$ cat src/rtl/vga_timing_pkg.sv
// ---------------------------------------------------------------------------
// vga_timing_pkg
// Shared constants and types for the VGA timing generator and for the
// overlay/graphics stages that consume its coordinates.
//   - COORD_W / coord_t : coordinate width used by every stage
//   - DEF_*             : 640x480@60 Hz segment defaults and derived totals
//   - vga_flags_t       : the three delayed timing flags, with reset value
// ---------------------------------------------------------------------------
package vga_timing_pkg;

    // Sync windows are inclusive ranges that start after the front porch.
    function automatic int sync_start(input int display, input int front);
        return display + front;
    endfunction

    function automatic int sync_end(input int display, input int front, input int sync);
        return display + front + sync - 1;
    endfunction

    localparam int COORD_W = 10;
    typedef logic [COORD_W-1:0] coord_t;

    localparam int DEF_CLK_DIV  = 4;
    localparam int DEF_PIPE_DLY = 1;

    localparam int DEF_H_DISPLAY = 640;
    localparam int DEF_H_FRONT   = 16;
    localparam int DEF_H_SYNC    = 96;
    localparam int DEF_H_BACK    = 48;
    localparam int DEF_H_TOTAL   = DEF_H_DISPLAY + DEF_H_FRONT + DEF_H_SYNC + DEF_H_BACK;

    localparam int DEF_V_DISPLAY = 480;
    localparam int DEF_V_FRONT   = 10;
    localparam int DEF_V_SYNC    = 2;
    localparam int DEF_V_BACK    = 33;
    localparam int DEF_V_TOTAL   = DEF_V_DISPLAY + DEF_V_FRONT + DEF_V_SYNC + DEF_V_BACK;

    localparam int DEF_H_SYNC_START = sync_start(DEF_H_DISPLAY, DEF_H_FRONT);
    localparam int DEF_H_SYNC_END   = sync_end(DEF_H_DISPLAY, DEF_H_FRONT, DEF_H_SYNC);
    localparam int DEF_V_SYNC_START = sync_start(DEF_V_DISPLAY, DEF_V_FRONT);
    localparam int DEF_V_SYNC_END   = sync_end(DEF_V_DISPLAY, DEF_V_FRONT, DEF_V_SYNC);

    typedef struct packed {
        logic hsync;
        logic vsync;
        logic video_on;
    } vga_flags_t;

    localparam int FLAG_W = $bits(vga_flags_t);

    // Syncs idle high (inactive), blanking asserted.
    localparam vga_flags_t FLAGS_RESET = '{hsync: 1'b1, vsync: 1'b1, video_on: 1'b0};

endpackage

$ cat src/rtl/vga_timing_gen_if.sv
// ---------------------------------------------------------------------------
// vga_timing_gen_if
// Bundle of timing outputs from the generator to downstream stages.
//   p_tick     : pixel enable, one clk wide
//   pix_x/y    : current scan coordinates
//   hsync/vsync: active-low syncs, aligned with the font-ROM stage
//   video_on   : visible-area flag, aligned with the font-ROM stage
//   frame_tick : one-clk end-of-frame pulse
// master = generator side, slave = consumer side.
// ---------------------------------------------------------------------------
interface vga_timing_gen_if;
    import vga_timing_pkg::*;

    logic   p_tick;
    coord_t pix_x;
    coord_t pix_y;
    logic   hsync;
    logic   vsync;
    logic   video_on;
    logic   frame_tick;

    modport master (
        output p_tick, pix_x, pix_y, hsync, vsync, video_on, frame_tick
    );

    modport slave (
        input p_tick, pix_x, pix_y, hsync, vsync, video_on, frame_tick
    );

endinterface

$ cat src/rtl/vga_flag_delay.sv
// ---------------------------------------------------------------------------
// vga_flag_delay
// DEPTH-stage shift register that advances only when en is high. Every
// stage resets to RESET_VAL so the output is well defined before the
// first real value has travelled through.
//   clk, reset : clock and synchronous active-high reset
//   en         : shift enable (pixel tick)
//   din        : value entering stage 0
//   dout       : last stage (registered)
// ---------------------------------------------------------------------------
module vga_flag_delay #(
    parameter int               WIDTH     = 3,
    parameter int               DEPTH     = 1,
    parameter logic [WIDTH-1:0] RESET_VAL = '0
) (
    input  logic             clk,
    input  logic             reset,
    input  logic             en,
    input  logic [WIDTH-1:0] din,
    output logic [WIDTH-1:0] dout
);

    logic [WIDTH-1:0] stage_r [DEPTH];

    // Enable-gated shift chain
    always_ff @(posedge clk) begin
        if (reset) begin
            for (int i = 0; i < DEPTH; i++) begin
                stage_r[i] <= RESET_VAL;
            end
        end else if (en) begin
            stage_r[0] <= din;
            for (int i = 1; i < DEPTH; i++) begin
                stage_r[i] <= stage_r[i-1];
            end
        end
    end

    assign dout = stage_r[DEPTH-1];

endmodule

$ cat src/rtl/vga_timing_gen.sv
// ---------------------------------------------------------------------------
// vga_timing_gen
// VGA scan timing: a clock divider produces the pixel enable, horizontal and
// vertical counters give raw coordinates, and the sync/visible flags are
// decoded from the counts and then delayed PIPE_DLY pixel ticks so they line
// up with the character generator's synchronous font-ROM output.
//   clk   : system clock (single domain)
//   reset : synchronous, active high
//   vga   : timing outputs (p_tick, pix_x, pix_y, hsync, vsync, video_on,
//           frame_tick), all driven straight from registers
// ---------------------------------------------------------------------------
module vga_timing_gen
    import vga_timing_pkg::*;
#(
    parameter int CLK_DIV   = DEF_CLK_DIV,
    parameter int H_DISPLAY = DEF_H_DISPLAY,
    parameter int H_FRONT   = DEF_H_FRONT,
    parameter int H_SYNC    = DEF_H_SYNC,
    parameter int H_BACK    = DEF_H_BACK,
    parameter int V_DISPLAY = DEF_V_DISPLAY,
    parameter int V_FRONT   = DEF_V_FRONT,
    parameter int V_SYNC    = DEF_V_SYNC,
    parameter int V_BACK    = DEF_V_BACK,
    parameter int PIPE_DLY  = DEF_PIPE_DLY
) (
    input  logic             clk,
    input  logic             reset,
    vga_timing_gen_if.master vga
);

    localparam int H_TOTAL = H_DISPLAY + H_FRONT + H_SYNC + H_BACK;
    localparam int V_TOTAL = V_DISPLAY + V_FRONT + V_SYNC + V_BACK;
    localparam int DIV_W   = $clog2(CLK_DIV);

    localparam logic [DIV_W-1:0] DIV_LAST = DIV_W'(CLK_DIV - 1);
    localparam logic [DIV_W-1:0] DIV_PRE  = DIV_W'(CLK_DIV - 2);
    localparam logic [DIV_W-1:0] DIV_ONE  = DIV_W'(1);

    localparam coord_t COORD_ONE = coord_t'(1);
    localparam coord_t H_LAST    = coord_t'(H_TOTAL - 1);
    localparam coord_t V_LAST    = coord_t'(V_TOTAL - 1);
    localparam coord_t H_VIS     = coord_t'(H_DISPLAY);
    localparam coord_t V_VIS     = coord_t'(V_DISPLAY);
    localparam coord_t H_SYNC_LO = coord_t'(sync_start(H_DISPLAY, H_FRONT));
    localparam coord_t H_SYNC_HI = coord_t'(sync_end(H_DISPLAY, H_FRONT, H_SYNC));
    localparam coord_t V_SYNC_LO = coord_t'(sync_start(V_DISPLAY, V_FRONT));
    localparam coord_t V_SYNC_HI = coord_t'(sync_end(V_DISPLAY, V_FRONT, V_SYNC));

    logic [DIV_W-1:0] div_cnt_r;
    logic [DIV_W-1:0] div_nxt_s;
    logic             p_tick_r;
    logic             p_tick_nxt_s;
    coord_t           h_cnt_r;
    coord_t           v_cnt_r;
    logic             frame_tick_r;
    logic             h_last_s;
    logic             v_last_s;
    vga_flags_t       flags_raw_s;
    vga_flags_t       flags_dly_s;

    // Divider next count; p_tick is looked ahead one clk so that the
    // registered tick is high exactly while div_cnt sits at CLK_DIV-1.
    always_comb begin
        div_nxt_s    = div_cnt_r;
        p_tick_nxt_s = 1'b0;
        if (div_cnt_r == DIV_LAST) begin
            div_nxt_s = '0;
        end else begin
            div_nxt_s = div_cnt_r + DIV_ONE;
        end
        if (div_cnt_r == DIV_PRE) begin
            p_tick_nxt_s = 1'b1;
        end else begin
            p_tick_nxt_s = 1'b0;
        end
    end

    // Divider count and pixel-enable register
    always_ff @(posedge clk) begin
        if (reset) begin
            div_cnt_r <= '0;
            p_tick_r  <= 1'b0;
        end else begin
            div_cnt_r <= div_nxt_s;
            p_tick_r  <= p_tick_nxt_s;
        end
    end

    // Wrap detection and raw flag decode from the current counts
    always_comb begin
        h_last_s             = (h_cnt_r == H_LAST);
        v_last_s             = (v_cnt_r == V_LAST);
        flags_raw_s          = FLAGS_RESET;
        flags_raw_s.video_on = (h_cnt_r < H_VIS) && (v_cnt_r < V_VIS);
        flags_raw_s.hsync    = !((h_cnt_r >= H_SYNC_LO) && (h_cnt_r <= H_SYNC_HI));
        flags_raw_s.vsync    = !((v_cnt_r >= V_SYNC_LO) && (v_cnt_r <= V_SYNC_HI));
    end

    // Scan counters and end-of-frame pulse; the pulse lands in the clk
    // where the counts already read (0,0).
    always_ff @(posedge clk) begin
        if (reset) begin
            h_cnt_r      <= '0;
            v_cnt_r      <= '0;
            frame_tick_r <= 1'b0;
        end else begin
            frame_tick_r <= p_tick_r & h_last_s & v_last_s;
            if (p_tick_r) begin
                if (h_last_s) begin
                    h_cnt_r <= '0;
                    if (v_last_s) begin
                        v_cnt_r <= '0;
                    end else begin
                        v_cnt_r <= v_cnt_r + COORD_ONE;
                    end
                end else begin
                    h_cnt_r <= h_cnt_r + COORD_ONE;
                end
            end
        end
    end

    // Flags for pixel (x,y) are captured on the tick that leaves (x,y), so a
    // depth of PIPE_DLY gives exactly PIPE_DLY ticks of lag.
    vga_flag_delay #(
        .WIDTH     (FLAG_W),
        .DEPTH     (PIPE_DLY),
        .RESET_VAL (FLAGS_RESET)
    ) u_flag_delay (
        .clk   (clk),
        .reset (reset),
        .en    (p_tick_r),
        .din   (flags_raw_s),
        .dout  (flags_dly_s)
    );

    assign vga.p_tick     = p_tick_r;
    assign vga.pix_x      = h_cnt_r;
    assign vga.pix_y      = v_cnt_r;
    assign vga.hsync      = flags_dly_s.hsync;
    assign vga.vsync      = flags_dly_s.vsync;
    assign vga.video_on   = flags_dly_s.video_on;
    assign vga.frame_tick = frame_tick_r;

endmodule

$ cat src/flat_wrapper.sv
// flat-port wrapper written by rule: the top's interface ports become plain ports
module vga_timing_gen_flat import vga_timing_pkg::*;
#(
    parameter int CLK_DIV   = DEF_CLK_DIV,
    parameter int H_DISPLAY = DEF_H_DISPLAY,
    parameter int H_FRONT   = DEF_H_FRONT,
    parameter int H_SYNC    = DEF_H_SYNC,
    parameter int H_BACK    = DEF_H_BACK,
    parameter int V_DISPLAY = DEF_V_DISPLAY,
    parameter int V_FRONT   = DEF_V_FRONT,
    parameter int V_SYNC    = DEF_V_SYNC,
    parameter int V_BACK    = DEF_V_BACK,
    parameter int PIPE_DLY  = DEF_PIPE_DLY
)
  (clk, reset, vga_p_tick, vga_pix_x, vga_pix_y, vga_hsync, vga_vsync, vga_video_on, vga_frame_tick);
  vga_timing_gen_if vga_i ();
  input  logic clk;
  input  logic reset;
  output wire logic [$bits(vga_i.p_tick)-1:0] vga_p_tick;
  output wire logic [$bits(vga_i.pix_x)-1:0] vga_pix_x;
  output wire logic [$bits(vga_i.pix_y)-1:0] vga_pix_y;
  output wire logic [$bits(vga_i.hsync)-1:0] vga_hsync;
  output wire logic [$bits(vga_i.vsync)-1:0] vga_vsync;
  output wire logic [$bits(vga_i.video_on)-1:0] vga_video_on;
  output wire logic [$bits(vga_i.frame_tick)-1:0] vga_frame_tick;
  assign vga_p_tick = vga_i.p_tick;
  assign vga_pix_x = vga_i.pix_x;
  assign vga_pix_y = vga_i.pix_y;
  assign vga_hsync = vga_i.hsync;
  assign vga_vsync = vga_i.vsync;
  assign vga_video_on = vga_i.video_on;
  assign vga_frame_tick = vga_i.frame_tick;
  vga_timing_gen #(.CLK_DIV(CLK_DIV), .H_DISPLAY(H_DISPLAY), .H_FRONT(H_FRONT), .H_SYNC(H_SYNC), .H_BACK(H_BACK), .V_DISPLAY(V_DISPLAY), .V_FRONT(V_FRONT), .V_SYNC(V_SYNC), .V_BACK(V_BACK), .PIPE_DLY(PIPE_DLY)) u_core (.clk(clk), .reset(reset), .vga(vga_i));
endmodule
$ cat config.mk
export PLATFORM = sky130hd
export DESIGN_NAME = vga_timing_gen_flat
export DESIGN_NICKNAME = d
export VERILOG_FILES = /design/src/rtl/vga_timing_pkg.sv /design/src/rtl/vga_timing_gen_if.sv /design/src/rtl/vga_flag_delay.sv /design/src/rtl/vga_timing_gen.sv /design/src/flat_wrapper.sv
export SDC_FILE = /design/constraint.sdc
export NUM_CORES = 1
export LEC_CHECK = 0
export ABC_AREA = 0
export BUFFER_PORTS_ARGS = -buffer_cell sky130_fd_sc_hd__buf_4
export CAP_MARGIN = 20
export CORE_UTILIZATION = 41
export CTS_CLUSTER_SIZE = 25
export DETAILED_ROUTE_END_ITERATION = 8
export HOLD_SLACK_MARGIN = 0.1
export PLACE_DENSITY = 0.68
export RECOVER_POWER = 100
export SLEW_MARGIN = 15
export SYNTH_ARGS = -nofsm -noshare
export SYNTH_HDL_FRONTEND = slang
export SYNTH_SLANG_ARGS = --single-unit
$ cat constraint.sdc
create_clock -name clk -period 2.9 [get_ports clk]
set_clock_uncertainty 0.2 [all_clocks]
set_input_delay 0.58 -clock clk [delete_from_list [all_inputs] [get_ports clk]]
set_output_delay 0.58 -clock clk [all_outputs]
set_load 0.02 [all_outputs]
==> flow_summary.json <==
{
  "arrival_ps": 2570,
  "cts_resized": 0,
  "setup_ws_ps": 390.0,
  "ys_async_sr_fraction_pct": 0,
  "fillers": 287,
  "r2r-end": "u_core.vga.pix_y[8]$_SDFFE_PP0P_",
  "rows": 19,
  "switchingPower_mw": 0.1370,
  "clk-insertion-delay-late_ps": 320,
  "synth.cell_area_mm2": 0.001290,
  "io_buffer_count": 26,
  "worstPathRequired_ps": 2960,
  "multi_input_area_um2": 661.9,
  "postPlaceCellArea_mm2": 0.001514,
  "final_layout_size_suffix_gt1_share_pct": 4.070,
  "synthTopCellsByCount": "dfxtp_1 (24), nor2_1 (14), a21oi_1 (10), nand3_1 (10)",
  "stdcell_area_mm2": 0.001444,
  "hp-class": "flop to flop",
  "cts.sinks": 27,
  "post_drt_via_cell_ratio": 5.266,
  "cts.clk_slew.worst_paths_ps": 150,
  "reg2reg_slack_ps": 390,
  "synth-compound-area-share_pct": 10.18,
  "seq_area_um2": 570.5,
  "cts_max_path_buffers": 2,
  "seqPwrFrac_pct": 67.0,
  "layout_min_cycle_time_ps": 2510,
  "hpwl_um": 1983,
  "p_int_mw": 0.4454,
  "postCtsSetupBuffers": 0,
  "synth_xor_area_share_pct": 5.432,
  "finalHoldViolations": 0,
  "cts_made_buffers": 3,
  "slew_headroom_pct": 55.96,
  "totalWireLength_um": 2680,
  "status": "completed",
  "start_util_pct": 44.85,
  "avgSynthCellArea_um2": 8.775,
  "fin_nets": 181,
  "critical_path_class": "flop to flop",
  "finalSetupViolations": 0,
  "worst_pin_slew_ps": 659.3,
  "grt_pass1_vias": 1031,
  "cts_tree": "yes",
  "maxSlewViolCount": 0,
  "critPathMaxFanout": 15,
  "synth-warning-count": 0,
  "dp_slack_ps": 572.2,
  "synth_edf_count": 3,
  "rsz0062_at_grt": "no",
  "endpoint_kind": "flop",
  "fin_setup_tns_ps": 0,
  "critical_path.startpoint": "u_core.vga.pix_x[1]$_SDFFE_PP0P_",
  "htree_levels": 1,
  "netlist.area_leader.share_pct": 37.25,
  "reg2reg_depth": 5,
  "rr_startpoint": "u_core.vga.pix_x[1]$_SDFFE_PP0P_",
  "startpoint_type": "flop",
  "synth_adder_area_share_pct": 5.820,
  "yosysMostFrequentCell": "dfxtp_1",
  "synth_seq_area_share_pct": 44.23,
  "grt_pass1_wl_um": 4574,
  "syn_to_final_growth_pct": 11.93,
  "synth_cell_type_count": 34,
  "synthMuxAreaShare_pct": 0.7759,
  "p_leak_nw": 0.4589,
  "fmax_mhz": 398.4,
  "vias": 1127,
  "synth_simple_gate_area_share_pct": 29.39,
  "max-cap-violations": 0,
  "grt_max_degree": 16,
  "fp.dieH_um": 58.09,
  "synthCells": 147,
  "grt_usage_pct": 17.33,
  "place.gp.congestion": 0.8143,
  "synth_top_family_by_area": "simple AND/OR/NAND/NOR gates",
  "io_pins": 27,
  "ir_drop_uv": 250.5,
  "drcViolationCount": 0,
  "grt_overflow": 0,
  "ys_seq_elements": 27,
  "cts_root_buffer": "clkbuf_4",
  "syn_nets": 155,
  "postRouteAntennaNets": 0,
  "p_comb_share_pct": 4.6,
  "switching_share_pct": 23.52,
  "grt_antenna_before_repair": 0,
  "core_area_mm2": 0.002877,
  "die_w_um": 58.09,
  "antenna_cells": 0,
  "wl_per_cell_um": 12.52,
  "synth.area.top_cells": "dfxtp_1 (37%), edfxtp_1 (7.0%), ha_1 (5.8%)",
  "first_iter_violations": 35,
  "final_util_pct": 50.20,
  "clockPowerShare_pct": 28.4,
  "synth_area_leader_cell": "dfxtp_1",
  "dieArea_mm2": 0.003374,
  "ctsHoldBuffers": 0,
  "finalCritPeriodShare_pct": 86.55,
  "worstSetupEndpoint": "u_core.vga.pix_y[8]$_SDFFE_PP0P_",
  "powerDensity_mw_per_mm2": 403.4,
  "synth-main-ff-cell": "dfxtp_1",
  "firstDrtPassIters": 4
}
==> layout make-up <==
class                           instances  share of cell area [%]
Clock buffer                            3                   1.560
Clock inverter                          1                  0.3466
Multi-Input combinational cell        107                   45.84
Inverter                                8                   2.080
Timing Repair Buffer                   26                   7.019
Sequential cell                        27                   39.51
Tap cell                               42                   3.640
==> registers in the layout (all words and copies together) (netlist names) <==
register / count
u_core.vga.pix_y: 10
u_core.vga.pix_x: 10
u_core.vga.frame_tick: 1
u_core.u_flag_delay.stage_r: 3
u_core.vga.p_tick: 1
u_core.div_cnt_r: 2
==> through the flow <==
stage / instances / hold slack [ps] / power, mW
2_1_floorplan: 147 / 228.2 / 0.4176
3_3_place_gp: 210 / 235.1 / 0.4270
3_5_place_dp: 210 / 249.8 / 0.4287
4_1_cts: 214 / 266.9 / 0.5893
5_1_grt: 214 / 271.6 / 0.6108
6_report: 214 / 263.1 / 0.5824
==> logic make-up after synthesis <==
| kind of cell | Yosys count |
|---|---|
| buffers and inverters | 13 |
| XOR/XNOR | 8 |
| multiplexers | 1 |
| adder cells (fa/ha/maj) | 6 |
| AO/OA/AOI/OAI | 23 |
| AND/OR/NAND/NOR | 69 |
| flip-flops | 27 |
==> critical path, cell delays in order (launching register included) <==
cell	delay, ps
dfxtp_1	410
ha_1	210
nand4_1	170
or4_1	720
or4_1	560
a21oi_1	180
==> power by group through the flow <==
stage                     Clock (mW)  Combinational, mW  Sequential (mW)
after floorplan                    0             0.0165            0.401
after global placement             0             0.0291            0.398
after detailed placement           0             0.0300            0.399
after CTS                      0.169             0.0301            0.391
after global routing           0.189             0.0308            0.391
final                          0.165             0.0269            0.390
==> layout by cell type, fill, tap and decap left out, types with 2 or more instances in the layout <==
master / n
nand4_1: 6
and3_1: 2
ha_1: 6
o31ai_1: 3
xor2_1: 4
o21ai_0: 7
xnor2_1: 4
dfxtp_1: 24
nor2_1: 14
or3_1: 8
or4_1: 4
clkbuf_1: 25
nand2_1: 8
nand3_1: 10
edfxtp_1: 3
a21oi_1: 10
clkbuf_4: 3
nor3_1: 8
inv_1: 8
==> how the worst min path moves through the flow <==
stage | start | to | slack [ps] | depth (start not counted)
detailed placement | u_core.div_cnt_r[0]$_SDFF_PP0_ | u_core.div_cnt_r[0]$_SDFF_PP0_ | 250 | 1
global placement | u_core.div_cnt_r[0]$_SDFF_PP0_ | u_core.div_cnt_r[0]$_SDFF_PP0_ | 240 | 1
finish | u_core.div_cnt_r[0]$_SDFF_PP0_ | u_core.div_cnt_r[0]$_SDFF_PP0_ | 260 | 1
global route | reset | u_core.vga.p_tick$_SDFF_PP0_ | 270 | 2
floorplan | u_core.div_cnt_r[0]$_SDFF_PP0_ | u_core.div_cnt_r[0]$_SDFF_PP0_ | 230 | 1
CTS | u_core.div_cnt_r[0]$_SDFF_PP0_ | u_core.div_cnt_r[0]$_SDFF_PP0_ | 270 | 1
==> layer usage <==
metal | part of all wire [%] | wire length [µm] | GRT usage (%)
met1 | 50 | 1341 | 23.44
met2 | 47 | 1259 | 28.08
met3 | 2.4 | 63 | 2.679
met4 | 0.60 | 16 | 6.122
met5 | 0 | 0 | 0
Note: power is estimated with default switching activity, not from simulation.
